==> src/rtl/vga_sync_gen_module.sv <==
// ============================================================================
// vga_sync_gen_module : free-running VGA raster timing (sync, coordinates,
// active-video flag, frame-start pulse); all outputs registered.
// Revision: 1.0
// ============================================================================
`default_nettype none

module vga_sync_gen_module #(
   parameter int H_VIS    = 800,
   parameter int H_FP     = 40,
   parameter int H_SYNC   = 128,
   parameter int H_BP     = 88,
   parameter int V_VIS    = 600,
   parameter int V_FP     = 1,
   parameter int V_SYNC   = 4,
   parameter int V_BP     = 23,
   parameter bit SYNC_POL = 1'b1
) (
   input  logic        CLK_40M,
   input  logic        RSTn,
   output logic        HSYNC_Sig,
   output logic        VSYNC_Sig,
   output logic        Ready_Sig,
   output logic [10:0] Column_Addr_Sig,
   output logic [9:0]  Row_Addr_Sig,
   output logic        Frame_Start_Sig
);

   localparam int H_TOTAL = H_VIS + H_FP + H_SYNC + H_BP;
   localparam int V_TOTAL = V_VIS + V_FP + V_SYNC + V_BP;

   localparam logic [10:0] H_LAST       = 11'(H_TOTAL - 1);
   localparam logic [9:0]  V_LAST       = 10'(V_TOTAL - 1);
   localparam logic [10:0] H_VIS_END    = 11'(H_VIS);
   localparam logic [10:0] H_SYNC_START = 11'(H_VIS + H_FP);
   localparam logic [10:0] H_SYNC_END   = 11'(H_VIS + H_FP + H_SYNC);
   localparam logic [9:0]  V_VIS_END    = 10'(V_VIS);
   localparam logic [9:0]  V_SYNC_START = 10'(V_VIS + V_FP);
   localparam logic [9:0]  V_SYNC_END   = 10'(V_VIS + V_FP + V_SYNC);

   logic [10:0] h_cnt;
   logic [9:0]  v_cnt;

   logic h_last;
   logic v_last;
   logic h_in_sync;
   logic v_in_sync;
   logic visible;

   always_comb begin
      h_last    = (h_cnt == H_LAST);
      v_last    = (v_cnt == V_LAST);
      h_in_sync = (h_cnt >= H_SYNC_START) && (h_cnt < H_SYNC_END);
      v_in_sync = (v_cnt >= V_SYNC_START) && (v_cnt < V_SYNC_END);
      visible   = (h_cnt < H_VIS_END) && (v_cnt < V_VIS_END);
   end

   always_ff @(posedge CLK_40M or negedge RSTn) begin
      if (!RSTn) begin
         h_cnt <= '0;
         v_cnt <= '0;
      end else begin
         h_cnt <= h_last ? '0 : h_cnt + 11'd1;
         if (h_last) begin
            v_cnt <= v_last ? '0 : v_cnt + 10'd1;
         end
      end
   end

   // Outputs decode the pre-increment count, so all of them lag the counters by one clock together.
   always_ff @(posedge CLK_40M or negedge RSTn) begin
      if (!RSTn) begin
         HSYNC_Sig       <= ~SYNC_POL;
         VSYNC_Sig       <= ~SYNC_POL;
         Ready_Sig       <= 1'b0;
         Column_Addr_Sig <= '0;
         Row_Addr_Sig    <= '0;
         Frame_Start_Sig <= 1'b0;
      end else begin
         HSYNC_Sig       <= h_in_sync ? SYNC_POL : ~SYNC_POL;
         VSYNC_Sig       <= v_in_sync ? SYNC_POL : ~SYNC_POL;
         Ready_Sig       <= visible;
         Column_Addr_Sig <= visible ? h_cnt : '0;
         Row_Addr_Sig    <= visible ? v_cnt : '0;
         Frame_Start_Sig <= (h_cnt == '0) && (v_cnt == '0);
      end
   end

endmodule

`default_nettype wire
==> config.mk <==
export PLATFORM = sky130hd
export DESIGN_NAME = vga_sync_gen_module
export DESIGN_NICKNAME = d
export VERILOG_FILES = /design/src/rtl/vga_sync_gen_module.sv
export SDC_FILE = /design/constraint.sdc
export NUM_CORES = 1
export LEC_CHECK = 0
export CORE_ASPECT_RATIO = 1.75
export CORE_MARGIN = 10
export CORE_UTILIZATION = 54
export DETAILED_ROUTE_END_ITERATION = 12
export GPL_TIMING_DRIVEN = 0
export PLACE_DENSITY = 0.79
export SLEW_MARGIN = 0
export SYNTH_ARGS = -nofsm -noshare
export SYNTH_HDL_FRONTEND = slang
export SYNTH_SLANG_ARGS = --single-unit
==> constraint.sdc <==
create_clock -name CLK_40M -period 2 [get_ports CLK_40M]
set_input_delay 0.6 -clock CLK_40M [delete_from_list [all_inputs] [get_ports CLK_40M]]
set_output_delay 0.6 -clock CLK_40M [all_outputs]
set_load 0.01 [all_outputs]
=== Word level (Yosys, flattened, before mapping) ===
Index checks and enable logic that the tools add are counted.
Widths: inputs -> output; s select.

* Word-level logic and storage cells: 30
* Bits in latches: 0
* Memory bits (writable): 0
* Memories: 0
* Bits of input ports: 2
* Output and inout port bits: 25
* Flip-flop bits (word level): 46
* Bits in read-only memories: 0

* Divide/modulo/power cells: 0
* $mul: 0
* Order comparisons: 6
* Muxes and demuxes: 6
* Bitwise operators: 0
* Shift-type cells: 0
* Reduce and logical (&&, ||, !) cells: 6
* Add/subtract/negate cells: 2
* Equality and inequality tests: 2

{| class="wikitable"
|+ Operator list
! operator !! number
|-
| $lt 11x10->1 const B || 2
|-
| $mux 11 || 2
|-
| $lt 10x10->1 const B || 2
|-
| $mux 10 || 2
|-
| $add 11x1->11 const B || 1
|-
| $eq 11x11->1 const B || 1
|-
| $ge 11x10->1 const B || 1
|-
| $logic_not 11->1 || 1
|-
| $add 10x1->10 const B || 1
|-
| $eq 10x10->1 const B || 1
|-
| $ge 10x10->1 const B || 1
|-
| $logic_not 10->1 || 1
|-
| $logic_and 1x1->1 || 4
|-
| $mux 1 || 2
|}

=== Longest topological paths before layout ===
Gate-level depths: netlist (run 1).

* Depth in word-level cells: 3
* Mapped depth: 6
* Mapped depth without buffers: 6

=== Worst setup path before layout (run 1) ===
No wires, ideal clock.

* Kind: register to register
* From: register h_cnt[7]
* To: register h_cnt[10]
* Period minus slack after synthesis: 1.714 ns
* Required time: 1.875 ns
* Arrival: 1.589 ns
* Slack: 0.286 ns
* Library setup time: 0.125 ns
* Stages on the path, launching flop included: 6
* Buffers on the path: 1
* Cells stage by stage: dfrtp_1 -> or3_4 -> nor4_4 -> buf_6 -> nor2_1 -> mux2_2

* Word-level cells in the longest chain between the ends: 2
* Elaborated cells on any way between the ends: 3
* Those cells by class: add/sub (1); eq/ne (1); mux (1)

{| class="wikitable"
|+ Ends and longest elaborated chain
! what !! RTL line !! source
|-
| start, declared || 41 || <nowiki>logic [10:0] h_cnt;</nowiki>
|-
| start signal, assigned || 63 || <nowiki>h_cnt <= h_last ? '0 : h_cnt + 11'd1;</nowiki>
|-
| $add 11x1->11 or $eq 11x11->1 (tied branches) || 63, 51 ||
|-
| $mux 11 (*) || 63 ||
|}

Every way passes the cells marked *; elsewhere a longest branch is shown, timed or not.
A chain may end at the register's enable or synchronous reset.

=== Worst setup path after layout (run 1) ===
* From: register v_cnt[3]
* To: register v_cnt[6]

* Word-level cells in the longest chain between the ends: 2
* Elaborated cells on any way between the ends: 3
* Those cells by class: add/sub (1); eq/ne (1); mux (1)

{| class="wikitable"
|+ Ends and longest elaborated chain
! what !! RTL line !! source
|-
| start, declared || 42 || <nowiki>logic [9:0] v_cnt;</nowiki>
|-
| start signal, assigned || 65 || <nowiki>v_cnt <= v_last ? '0 : v_cnt + 10'd1;</nowiki>
|-
| $add 10x1->10 or $eq 10x10->1 (tied branches) || 65, 52 ||
|-
| $mux 10 (*) || 65 ||
|}

Marked as above.

==> flow_metrics.env, run 1 <==
export IMPL_initial_core_util_pct=55.3
export IMPL_dpl_cell_area_um2=2330
export IMPL_power_switching_w=0.000299
export IMPL_pwr_share_clk_pct=41.5
export IMPL_setup_viol_count_final=0
export IMPL_gr_total_overflow=0
export IMPL_cts_resized_gates=0
export IMPL_synth_top_family_by_area="simple AND/OR/NAND/NOR gates"
export IMPL_worst_slew_pin_transition_ps=537
export IMPL_hp_class="in -> async"
export IMPL_ant_nets=0
export IMPL_p_comb_share_pct=1.6
export IMPL_areaGrowthSynthToFinish_pct=23.4
export IMPL_antenna_cells=0
export IMPL_yosysTopAreaCell="dfrtp_1"
export IMPL_critPathArrivalTime_ps=1980
export IMPL_stdcell_area_um2=2450
export IMPL_period_share_pct=91.9
export IMPL_rr_endpoint="v_cnt[6]"
export IMPL_swShare_pct=18.3
export IMPL_seq_area_frac_synth_pct=57.9
export IMPL_grt_pass1_wl_um=6710
export IMPL_tns_ps=0
export IMPL_hold_viol=0
export IMPL_multi_input_area_um2=774
export IMPL_die_x_um=65.9
export IMPL_synth_xor_area_share_pct=5.29
export IMPL_r2r_setup_slack_ps=160
export IMPL_endpoint="v_cnt[6]"
export IMPL_grt_max_degree=25
export IMPL_first_global_vias=1512
export IMPL_synth_cell_type_count=34
export IMPL_status="complete, no violations"
export IMPL_place_hpwl_um=3070
export IMPL_syn_inst=179
export IMPL_cts_max_level=2
export IMPL_synthMuxAreaShare_pct=1.57
export IMPL_drtIter0Drc=27
export IMPL_cts_setup_buffers=0
export IMPL_utilization_pct=68.3
export IMPL_crit_start="v_cnt[3]"
export IMPL_via_per_inst=5.39
export IMPL_cts_buffers=5
export IMPL_synthArstFlopShare_pct=100
export IMPL_pin_count=27
export IMPL_drive_gt1_share_pct=10.3
export IMPL_wire_per_inst_um=15.0
export IMPL_ir_drop_mv=0.593
export IMPL_fmax_ghz=0.544
export IMPL_yosys_top_cells_count="dfrtp_1, and2_1, nand2_1, nand3_1, nor2_1"
export IMPL_maxCapViolCount=0
export IMPL_reg2reg_from="v_cnt[3]"
export IMPL_dieArea_um2=6600
export IMPL_root_buffer="clkbuf_8"
export IMPL_required_ps=2140
export IMPL_drc=0
export IMPL_antenna_found_initial=0
export IMPL_cts_tree="built"
export IMPL_synth_most_common_cell="dfrtp_1"
export IMPL_routabilityCongestion=0.898
export IMPL_drt_pre_antenna_iters=4
export IMPL_rows=29
export IMPL_fillCellCount=268
export IMPL_synth_simple_area_share_pct=22.5
export IMPL_seqCellArea_um2=1150
export IMPL_rsz0062_at_grt="no"
export IMPL_p_leak_nw=1.11
export IMPL_netlist_area_um2=1990
export IMPL_synth_avg_cell_area_um2=11.1
export IMPL_cts_buffer_depth=2
export IMPL_setup_ws_ps=162
export IMPL_worst_clock_skew_ps=9.85
export IMPL_vias=1395
export IMPL_synth_edff_count=0
export IMPL_start_kind="flop"
export IMPL_slew_headroom_pct=64.2
export IMPL_cp_end_kind="flop"
export IMPL_power_density_nw_per_um2=667
export IMPL_ys_ff_latch=46
export IMPL_path_class="reg -> reg"
export IMPL_synthAdderAreaFrac_pct=3.15
export IMPL_slew_violations=0
export IMPL_final_cells=259
export IMPL_worstRegToRegCells=5
export IMPL_ys_warn_count=0
export IMPL_synth_flop_cell="dfrtp_1"
export IMPL_clock_latency_ps=290
export IMPL_coreArea_um2=3590
export IMPL_layout_min_cycle_time_ps=1840
export IMPL_die_h_um=100
export IMPL_place_inst=252
export IMPL_synth_top_area_share_pct=57.9
export IMPL_final_nets=220
export IMPL_internal_power_w=0.00134
export IMPL_track_usage_pct=12.9
export IMPL_seq_power_share_pct=56.8
export IMPL_syn_num_nets=186
export IMPL_synth_compound_area_share_pct=5.60
export IMPL_ctsHoldBuffers=0
export IMPL_cts_sinks=46
export IMPL_io_buffer_count=26
export IMPL_cp_max_fo=8
export IMPL_ys_top_cells_by_area="dfrtp_1, and2_1, ha_1"
export IMPL_place_ws_ps=103
export IMPL_wirelength_um=3890
export IMPL_path_clk_slew_ps=80
layout by cell type (no fill, tap or decap), types with 2 or more instances in the layout:
| cell type | Yosys | layout |
|---|---|---|
| a31oi_1 | 3 | 3 |
| dfrtp_1 | 46 | 46 |
| clkdlybuf4s50_1 | 0 | 25 |
| or3_4 | 2 | 2 |
| xor2_1 | 6 | 6 |
| inv_1 | 7 | 7 |
| and3_1 | 6 | 6 |
| nand2_1 | 11 | 11 |
| nor2b_1 | 2 | 2 |
| o21ai_0 | 8 | 8 |
| buf_2 | 2 | 3 |
| a21oi_1 | 5 | 5 |
| and2_1 | 15 | 15 |
| o31ai_1 | 2 | 2 |
| clkbuf_1 | 5 | 5 |
| nor3_1 | 4 | 4 |
| xnor2_1 | 6 | 6 |
| nor4_1 | 2 | 2 |
| nand4_1 | 6 | 6 |
| or2_2 | 2 | 2 |
| mux2i_1 | 2 | 2 |
| ha_1 | 5 | 5 |
| clkbuf_8 | 0 | 6 |
| nor2_1 | 10 | 10 |
| nand3_1 | 11 | 10 |
layout make-up:
| cell class | instances | area share [%] |
|---|---|---|
| Clock inverter | 1 | 1.22 |
| Buffer | 9 | 1.94 |
| Tap cell | 46 | 2.35 |
| Sequential cell | 46 | 46.9 |
| Clock buffer | 6 | 3.37 |
| Timing Repair Buffer | 27 | 11.5 |
| Multi-Input combinational cell | 117 | 31.6 |
| Inverter | 7 | 1.07 |
per-stage QoR:
stage | power, W | hold slack [ps]
after global routing | 0.00169 | 306
after global placement | 0.000971 | 517
after floorplan | 0.000950 | 304
final | 0.00164 | 280
after detailed placement | 0.000977 | 518
after CTS | 0.00165 | 292
registers in the layout, indices dropped and copies added (netlist names):
| register | count |
|---|---|
| Column_Addr_Sig | 11 |
| Frame_Start_Sig | 1 |
| HSYNC_Sig | 1 |
| Ready_Sig | 1 |
| Row_Addr_Sig | 10 |
| VSYNC_Sig | 1 |
| h_cnt | 11 |
| v_cnt | 10 |
critical path, stage by stage, from the launching register on:
cell     delay [ps]
dfrtp_1         360
buf_2           170
or4_4           510
or3_4           450
o21ai_0          90
a31oi_1         110
metal layers:
metal,track usage [%],share of wire (%)
met5,0,0
met4,5.46,2.1
met3,3.57,5.5
met2,25.2,58
met1,11.5,35
how the worst min path moves through the flow:
| stage | start | to | cells past startpoint |
|---|---|---|---|
| 3_5_place_dp | h_cnt[0] | h_cnt[0] | 1 |
| 4_1_cts | RSTn | Row_Addr_Sig[9] | 1 |
| 2_1_floorplan | RSTn | Column_Addr_Sig[0] | 0 |
| 5_1_grt | RSTn | Column_Addr_Sig[4] | 1 |
| 6_report | RSTn | Column_Addr_Sig[2] | 1 |
| 3_3_place_gp | h_cnt[0] | h_cnt[0] | 1 |
logic make-up after synthesis:
kind of cell	count (synthesis)
adder cells (fa/ha/maj)	5
other	1
AND/OR/NAND/NOR	77
flip-flops	46
XOR/XNOR	12
AO/OA/AOI/OAI	19
buffers and inverters	16
multiplexers	3
power groups by stage:
stage               clock (W)  combinational [W]  sequential [W]
detailed placement          0          0.0000281        0.000949
global placement            0          0.0000217        0.000949
CTS                  0.000691          0.0000279        0.000930
finish               0.000680          0.0000265        0.000930
floorplan                   0        0.000000163        0.000950
global route         0.000727          0.0000307        0.000931
No activity file was read; power rests on OpenSTA's default activity.
==> inputs of run 2 (changes only) <==
- CORE_MARGIN: 10 -> unset
==> flow_metrics.env, run 2 (same netlist as run 1, synthesis figures left out) <==
export IMPL_met3_usage_pct=4.78
export IMPL_p_total_w=0.00159
export IMPL_use_met1_pct=24.3
export IMPL_cts_buffer_depth=2
export IMPL_layout_min_cycle_time_ps=1870
export IMPL_place_hpwl_um=2860
export IMPL_drt_pre_antenna_iters=4
export IMPL_grt_use_met2_pct=43.0
export IMPL_cts_setup_buffers=0
export IMPL_tns_ps=0
export IMPL_fmax_ghz=0.533
export IMPL_dieArea_um2=3940
export IMPL_slew_violations=0
export IMPL_routabilityCongestion=0.916
export IMPL_maxCapViolCount=0
export IMPL_antenna_found_initial=0
export IMPL_cts_tree="built"
export IMPL_final_nets=220
export IMPL_initial_core_util_pct=57.9
export IMPL_antenna_cells=0
export IMPL_cp_end_kind="flop"
export IMPL_cp_max_fo=10
export IMPL_required_ps=2240
export IMPL_status="complete, no violations"
export IMPL_path_class="reg -> reg"
export IMPL_start_kind="flop"
export IMPL_busiest_layer="met2"
export IMPL_cts_max_level=2
export IMPL_cts_buffers=5
export IMPL_gr_total_overflow=0
export IMPL_wirelength_um=3910
export IMPL_vias=1467
export IMPL_track_usage_pct=23.9
export IMPL_reg_top3="Column_Addr_Sig x11, h_cnt x11"
export IMPL_path_clk_slew_ps=80
export IMPL_grt_pass1_wl_um=6560
export IMPL_clock_latency_ps=300
export IMPL_setup_viol_count_final=0
export IMPL_drtIter0Drc=43
export IMPL_hp_class="in -> async"
export IMPL_worst_clock_skew_ps=5.19
export IMPL_areaGrowthSynthToFinish_pct=22.5
export IMPL_pin_count=27
export IMPL_mostFrequentLayoutCells="dfrtp_1, clkdlybuf4s50_1, and2_1"
export IMPL_rsz0062_at_grt="no"
export IMPL_wire_per_inst_um=15.1
export IMPL_die_h_um=82.2
export IMPL_ir_drop_mv=0.592
export IMPL_hold_ws_ps=247
export IMPL_coreArea_um2=3430
export IMPL_via_per_inst=5.66
export IMPL_grt_max_degree=28
export IMPL_die_x_um=47.9
export IMPL_io_buffer_count=26
export IMPL_drive_gt1_share_pct=10.7
export IMPL_ctsHoldBuffers=0
export IMPL_final_common_cell="dfrtp_1"
export IMPL_period_share_pct=93.7
export IMPL_hold_viol=0
export IMPL_utilization_pct=70.9
export IMPL_root_buffer="clkbuf_8"
export IMPL_first_global_vias=1460
export IMPL_p_leak_nw=1.11
export IMPL_drc=0
export IMPL_cts_resized_gates=0
export IMPL_power_density_nw_per_um2=655
export IMPL_rows=28
export IMPL_critPathArrivalTime_ps=2110
export IMPL_cts_sinks=46
export IMPL_ant_nets=0
==> run 2: final timing paths <==
kind	cells past startpoint	endpoint	slack (ps)	startpoint
max in group asynchronous	2	v_cnt[6]	1260	RSTn
setup reg to reg	5	Row_Addr_Sig[0]	130	h_cnt[5]
hold / removal	1	Row_Addr_Sig[9]	250	RSTn
min in group CLK_40M	1	h_cnt[9]	530	h_cnt[9]
hold reg to reg	1	h_cnt[9]	530	h_cnt[9]
setup / recovery	5	Row_Addr_Sig[0]	130	h_cnt[5]
==> run 2: final cells by class <==
type / instances / area, um2
Buffer: 9 / 47.5
Inverter: 7 / 26.3
Fill cell: 261 / 1000
Clock buffer: 8 / 110
Sequential cell: 46 / 1150
Tap cell: 45 / 56.3
Multi-Input combinational cell: 117 / 767
Timing Repair Buffer: 27 / 275
==> run 2: report_power, final <==
part / internal [W] / switching, W
logic: 0.00000630 / 0.0000188
registers: 0.000930 / 0.000000202
clock network: 0.000349 / 0.000291
==> run 2: per-layer routing <==
metal,share of wire (%),vias to the layer above
met5,0,-
met4,2.1,0
met3,3.2,7
met2,59,42
met1,35,745
li1,-,673
==> run 2: critical path, stage by stage (launching register included) <==
cell      delay (ps)
dfrtp_1          470
or3_4            430
nor2b_1          150
a211oi_2         370
buf_4            240
and2_1           140
==> run 2: stage by stage <==
step                      area, um2  std cells  setup slack (ps)
after detailed placement       2320        251               113
after floorplan                1990        179               286
after global routing           2430        259              30.5
after CTS                      2430        259              79.1
final                          2430        259               125
after global placement         2300        250              -776
==> inputs of run 3 (changes only) <==
- HOLD_SLACK_MARGIN: unset -> 0.06
==> results of run 3 <==
Same layout as run 2: the final DEF is identical, and so are final timing and power.
